### src/rtl/mdu_iter.sv
// mdu_iter: multi-cycle multiply/divide unit producing a HI/LO pair.
// Multiplies use a MUL_LATENCY-stage registered pipeline. Divides use a
// radix-2 restoring loop on operand magnitudes, followed by a sign-fix cycle.
// Optional build macro MDU_EARLY_OUT_EN: a divide by zero, or one with
// |a| < |b|, skips the iteration loop and completes two cycles after start.
module mdu_iter #(
  parameter int WIDTH       = 32,
  parameter int MUL_LATENCY = 2
) (
  input  logic             clk,
  input  logic             resetn,
  input  logic             start,
  input  logic [1:0]       op,
  input  logic [WIDTH-1:0] a,
  input  logic [WIDTH-1:0] b,
  input  logic             cancel,
  output logic             busy,
  output logic             done,
  output logic [WIDTH-1:0] hi,
  output logic [WIDTH-1:0] lo
);

  localparam int CW = $clog2(WIDTH + 1) + 1;
  localparam logic [1:0] S_IDLE = 2'd0, S_MUL = 2'd1, S_DIV = 2'd2, S_FIX = 2'd3;

  logic [1:0]         state_q, state_d;
  logic [CW-1:0]      cnt_q, cnt_d;
  logic               sgn_q, sgn_d;
  logic               early_q, early_d;
  logic [WIDTH-1:0]   a_q, a_d, b_q, b_d;
  logic [WIDTH-1:0]   rem_q, rem_d, quo_q, quo_d, dvs_q, dvs_d;
  logic               done_q, done_d;
  logic [WIDTH-1:0]   hi_q, hi_d, lo_q, lo_d;

  logic               accept, abort, mul_last, div_last, early_hit, trial_ge;
  logic [WIDTH-1:0]   mag_a, mag_b;
  logic [WIDTH:0]     trial;
  logic [2*WIDTH-1:0] mul_a_ext, mul_b_ext, prod, mul_res;

  // Start/abort qualification and the signed-magnitude operand views.
  always_comb begin
    accept   = start && !cancel && (state_q == S_IDLE);
    abort    = cancel && (state_q != S_IDLE);
    mul_last = (cnt_q == CW'(MUL_LATENCY - 1));
    mag_a    = (!op[0] && a[WIDTH-1]) ? -a : a;
    mag_b    = (!op[0] && b[WIDTH-1]) ? -b : b;
`ifdef MDU_EARLY_OUT_EN
    early_hit = op[1] && ((b == '0) || (mag_a < mag_b));
`else
    early_hit = 1'b0;
`endif
    div_last  = early_q || (cnt_q == CW'(WIDTH - 1));
    // One restoring step: shift the next dividend bit into the partial remainder.
    trial     = {rem_q, quo_q[WIDTH-1]} - {1'b0, dvs_q};
    trial_ge  = !trial[WIDTH];
    mul_a_ext = sgn_q ? {{WIDTH{a_q[WIDTH-1]}}, a_q} : {{WIDTH{1'b0}}, a_q};
    mul_b_ext = sgn_q ? {{WIDTH{b_q[WIDTH-1]}}, b_q} : {{WIDTH{1'b0}}, b_q};
    prod      = mul_a_ext * mul_b_ext;
  end

  // Multiply pipeline: the product of the registered operands travels
  // through MUL_LATENCY-1 stages before being committed to HI/LO.
  generate
    if (MUL_LATENCY == 1) begin : g_nopipe
      assign mul_res = prod;
    end else begin : g_pipe
      logic [2*WIDTH-1:0] pipe_q [MUL_LATENCY-1];
      // Shift the product pipeline while a multiply is in flight.
      always_ff @(posedge clk or negedge resetn) begin
        if (!resetn) begin
          for (int i = 0; i < MUL_LATENCY - 1; i++) pipe_q[i] <= '0;
        end else if (state_q == S_MUL) begin
          pipe_q[0] <= prod;
          for (int i = 1; i < MUL_LATENCY - 1; i++) pipe_q[i] <= pipe_q[i-1];
        end
      end
      assign mul_res = pipe_q[MUL_LATENCY-2];
    end
  endgenerate

  // FSM state register.
  always_ff @(posedge clk or negedge resetn) begin
    if (!resetn) state_q <= S_IDLE;
    else         state_q <= state_d;
  end

  // FSM next-state logic; an abort always returns to IDLE.
  always_comb begin
    state_d = state_q;
    case (state_q)
      S_IDLE: if (accept) state_d = op[1] ? S_DIV : S_MUL;
      S_MUL:  if (mul_last) state_d = S_IDLE;
      S_DIV:  if (div_last) state_d = S_FIX;
      default: state_d = S_IDLE;
    endcase
    if (abort) state_d = S_IDLE;
  end

  // FSM outputs: busy for the whole flight, done/HI/LO straight from flops.
  always_comb begin
    busy = (state_q != S_IDLE);
    done = done_q;
    hi   = hi_q;
    lo   = lo_q;
  end

  // Datapath next-state: operand capture, counter, divide step, result commit.
  always_comb begin
    cnt_d   = cnt_q;
    sgn_d   = sgn_q;
    early_d = early_q;
    a_d     = a_q;
    b_d     = b_q;
    rem_d   = rem_q;
    quo_d   = quo_q;
    dvs_d   = dvs_q;
    hi_d    = hi_q;
    lo_d    = lo_q;
    done_d  = 1'b0;
    if (accept) begin
      sgn_d   = !op[0];
      early_d = early_hit;
      a_d     = a;
      b_d     = b;
      cnt_d   = '0;
      rem_d   = '0;
      quo_d   = mag_a;
      dvs_d   = mag_b;
    end else if (abort) begin
      cnt_d = '0;
    end else begin
      case (state_q)
        S_MUL: begin
          cnt_d = cnt_q + 1'b1;
          if (mul_last) begin
            cnt_d        = '0;
            done_d       = 1'b1;
            {hi_d, lo_d} = mul_res;
          end
        end
        S_DIV: begin
          cnt_d = div_last ? '0 : cnt_q + 1'b1;
          rem_d = trial_ge ? trial[WIDTH-1:0] : {rem_q[WIDTH-2:0], quo_q[WIDTH-1]};
          quo_d = {quo_q[WIDTH-2:0], trial_ge};
        end
        S_FIX: begin
          done_d = 1'b1;
          if (b_q == '0) begin
            lo_d = '1;
            hi_d = a_q;
          end else if (early_q) begin
            lo_d = '0;
            hi_d = a_q;
          end else begin
            // Quotient negative when operand signs differ; remainder follows dividend.
            lo_d = (sgn_q && (a_q[WIDTH-1] ^ b_q[WIDTH-1])) ? -quo_q : quo_q;
            hi_d = (sgn_q && a_q[WIDTH-1]) ? -rem_q : rem_q;
          end
        end
        default: ;
      endcase
    end
  end

  // Datapath registers.
  always_ff @(posedge clk or negedge resetn) begin
    if (!resetn) begin
      cnt_q   <= '0;
      sgn_q   <= 1'b0;
      early_q <= 1'b0;
      a_q     <= '0;
      b_q     <= '0;
      rem_q   <= '0;
      quo_q   <= '0;
      dvs_q   <= '0;
      done_q  <= 1'b0;
      hi_q    <= '0;
      lo_q    <= '0;
    end else begin
      cnt_q   <= cnt_d;
      sgn_q   <= sgn_d;
      early_q <= early_d;
      a_q     <= a_d;
      b_q     <= b_d;
      rem_q   <= rem_d;
      quo_q   <= quo_d;
      dvs_q   <= dvs_d;
      done_q  <= done_d;
      hi_q    <= hi_d;
      lo_q    <= lo_d;
    end
  end

endmodule
### config.mk
export PLATFORM = sky130hd
export DESIGN_NAME = mdu_iter
export DESIGN_NICKNAME = d
export VERILOG_FILES = /design/src/rtl/mdu_iter.sv
export SDC_FILE = /design/constraint.sdc
export NUM_CORES = 2
export LEC_CHECK = 0
export BUFFER_PORTS_ARGS = -buffer_cell sky130_fd_sc_hd__buf_2
export CORE_UTILIZATION = 40
export DETAILED_ROUTE_END_ITERATION = 12
export MAX_ROUTING_LAYER = met4
export SYNTH_ARGS = -nofsm -noshare
export SYNTH_HDL_FRONTEND = slang
export SYNTH_SLANG_ARGS = --single-unit
### constraint.sdc
create_clock -name clk -period 22.1 [get_ports clk]
set_clock_uncertainty 0.2 [all_clocks]
set_input_delay 4.42 -clock clk [delete_from_list [all_inputs] [get_ports clk]]
set_output_delay 4.42 -clock clk [all_outputs]
set_load 0.02 [all_outputs]
==> results.sh <==
export IMPL_finalCriticalPeriod_ns=10.22
export IMPL_cts_hold_buf=0
export IMPL_io_buffers=135
export IMPL_drive_above_1_share_pct=5.460
export IMPL_final_hold_viol_count=0
export IMPL_async_flop_share_pct=100.0
export IMPL_grt_use_total_pct=26.31
export IMPL_synth_seq_area_share_pct=11.51
export IMPL_cp_max_fo=19
export IMPL_routedWlPerCell_um=21.97
export IMPL_synth_top_area_share_pct=43.84
export IMPL_grt_setup_unrepaired="false"
export IMPL_areaGrowthSynthToFinish_pct=5.740
export IMPL_cts_htree_levels=1
export IMPL_ioPinCount=136
export IMPL_vias_per_cell=5.194
export IMPL_start_util_pct=40.31
export IMPL_syn_num_nets=8926
export IMPL_wl_mm=201.1
export IMPL_grt_start_max_net_pins=106
export IMPL_root_buffer="clkbuf_16"
export IMPL_synth_distinct_cells=81
export IMPL_grt_ovfl_total=0
export IMPL_critPathMaxStageDelay_ns=0.86
export IMPL_grt_pass1_vias=50800
export IMPL_drc_errors=0
export IMPL_antenna_found_initial=17
export IMPL_final_antenna_net_count=0
export IMPL_cts_made_buffers=28
export IMPL_fin_crit_sh_pct=46.24
export IMPL_die_w_um=404.5
export IMPL_path_delay_family="adder cells"
export IMPL_dieArea_um2=163600
export IMPL_gp_routability_congestion=0.9530
export IMPL_synth_flop_cell="dfrtp_1"
export IMPL_endpoint_kind="flop"
export IMPL_ys_top_cells_by_area="fa_1 44%, dfrtp_1 12%, inv_1 9.2%"
export IMPL_syn_cell_area_um2=64800
export IMPL_fillers=15950
export IMPL_ys_seq_elements=298
export IMPL_max_freq_ghz=0.09787
export IMPL_fin_nets=8796
export IMPL_clk_pin_slew_worst_paths_ns=0.08
export IMPL_worstSetupPathType="reg2reg"
export IMPL_setup_viol=0
export IMPL_synth_edf_count=0
export IMPL_yosys_area_top_type="fa_1"
export IMPL_tightestPinTransition_ns=1.166
export IMPL_vias=47550
export IMPL_drtIter0Drc=3726
export IMPL_crit_slowest_cell="o41ai_1"
export IMPL_status="completed"
export IMPL_hpwlAfterDp_mm=160.6
export IMPL_required_ns=22.37
export IMPL_clk_latency_ns=0.63
export IMPL_synth_area_per_cell_um2=9.144
export IMPL_maxCapViolations=0
export IMPL_ctsResizeCount=0
export IMPL_yosys_warnings=0
export IMPL_critPathBufInv=7
export IMPL_grt_pass1_wl_mm=316.4
export IMPL_slew_headroom_pct=21.52
export IMPL_min_path_type="reg2reg"
export IMPL_layout_commonest_cell="inv_1"
export IMPL_startpoint_type="flop"
export IMPL_cts_tree="yes"
export IMPL_num_rows=147
export IMPL_critical_path_arrival_ns=10.48
export IMPL_cts_sinks=298
export IMPL_final_cell_mix="1595 x inv_1, 1419 x fa_1, 988 x nand2_1"
export IMPL_fin_tns_setup_ns=0
export IMPL_critPathMostFrequentCell="fa_1"
export IMPL_core_area_um2=160800
export IMPL_first_pass_iters=5
export IMPL_fp_dieH_um=404.5
export IMPL_cts_setup_buffers=0
export IMPL_finalMaxSlewViolations=0
export IMPL_syn_inst=7087
export IMPL_cts_buffer_depth=3
worst register-to-register path, delay by kind of cell, from the launching register on:
kind | cells | cell delay, ns
AO/OA/AOI/OAI | 6 | 1.98
flip-flops | 1 | 0.78
AND/OR/NAND/NOR | 3 | 0.68
adder cells (fa/ha/maj) | 11 | 5.20
multiplexers | 1 | 0.26
buffers and inverters | 7 | 0.77
XOR/XNOR | 1 | 0.14
cells by family after synthesis:
kind of cell | after synthesis | synth area share [%]
buffers and inverters | 1977 | 11.47
and+or+nand+nor | 1960 | 14.44
adders and majority gates | 1773 | 50.66
AOI/OAI and AO/OA | 719 | 6.742
DFF | 298 | 11.51
xor gates and xnor gates | 265 | 3.605
muxes | 95 | 1.579
registers in the layout (all words and copies together), names as in the netlist:
signal and cells:
a_q 32, b_q 32, cnt_q 7, done 1
dvs_q 31, g_pipe.pipe_q 64, hi 32, lo 32
quo_q 32, rem_q 32, sgn_q 1, state_q 2
synth_stat cells, drive strengths merged (31+ instances only):
library cell,n
o21ai,249
clkbuf,364
nand2,989
o22ai,35
a31oi,53
xor2,99
a21oi,178
a21o,46
nor2,183
mux2i,37
nand3,43
and2,568
ha,350
fa,1419
inv,1595
dfrtp,298
mux2,58
xnor2,166
and3,31
area by class of cell:
class | count | area [µm²] | share of cell area (%)
Tap cell | 2160 | 2703 | 3.944
Antenna cell | 17 | 42.54 | 0.06208
Multi-Input combinational cell | 4812 | 49970 | 72.93
Timing Repair Buffer | 222 | 1339 | 1.954
Clock inverter | 15 | 242.7 | 0.3542
Clock buffer | 36 | 760.7 | 1.110
Inverter | 1595 | 5987 | 8.737
Sequential cell | 298 | 7476 | 10.91
metrics by stage:
step                      instance area (µm²)  worst slack, ns  instances  util [%]  hold WS [ns]
final                                   68520            11.88       9155     42.63        0.2794
after global routing                    68510            11.43       9150     42.62        0.3058
after CTS                               68480            11.99       9138     42.60        0.2794
after detailed placement                67470            12.08       9087     41.97        0.2642
after global placement                  67470            12.06       9087     41.97        0.2585
after floorplan                         64800            12.44       7087         -        0.2425
final timing paths:
check	end	slack, ns	cells past startpoint	startpoint
max reg2reg	g_pipe.pipe_q[47]	11.88	29	b_q[10]
min reg2reg	a_q[6]	0.28	2	a_q[6]
min in group asynchronous	dvs_q[30]	3.69	1	resetn
max in group asynchronous	a_q[10]	14.88	4	resetn
max	g_pipe.pipe_q[47]	11.88	29	b_q[10]
min	a_q[6]	0.28	2	a_q[6]
metal layers:
layer	vias up	global-route usage, %	wire [µm]
met5	-	-	0
met4	0	6.546	5589
met3	246	4.090	16980
met2	1872	39.42	89660
met1	24560	37.31	88900
li1	20880	-	-
Power is not shown: default switching activity piles up to over one toggle a cycle in this logic, so the estimate is an artifact.
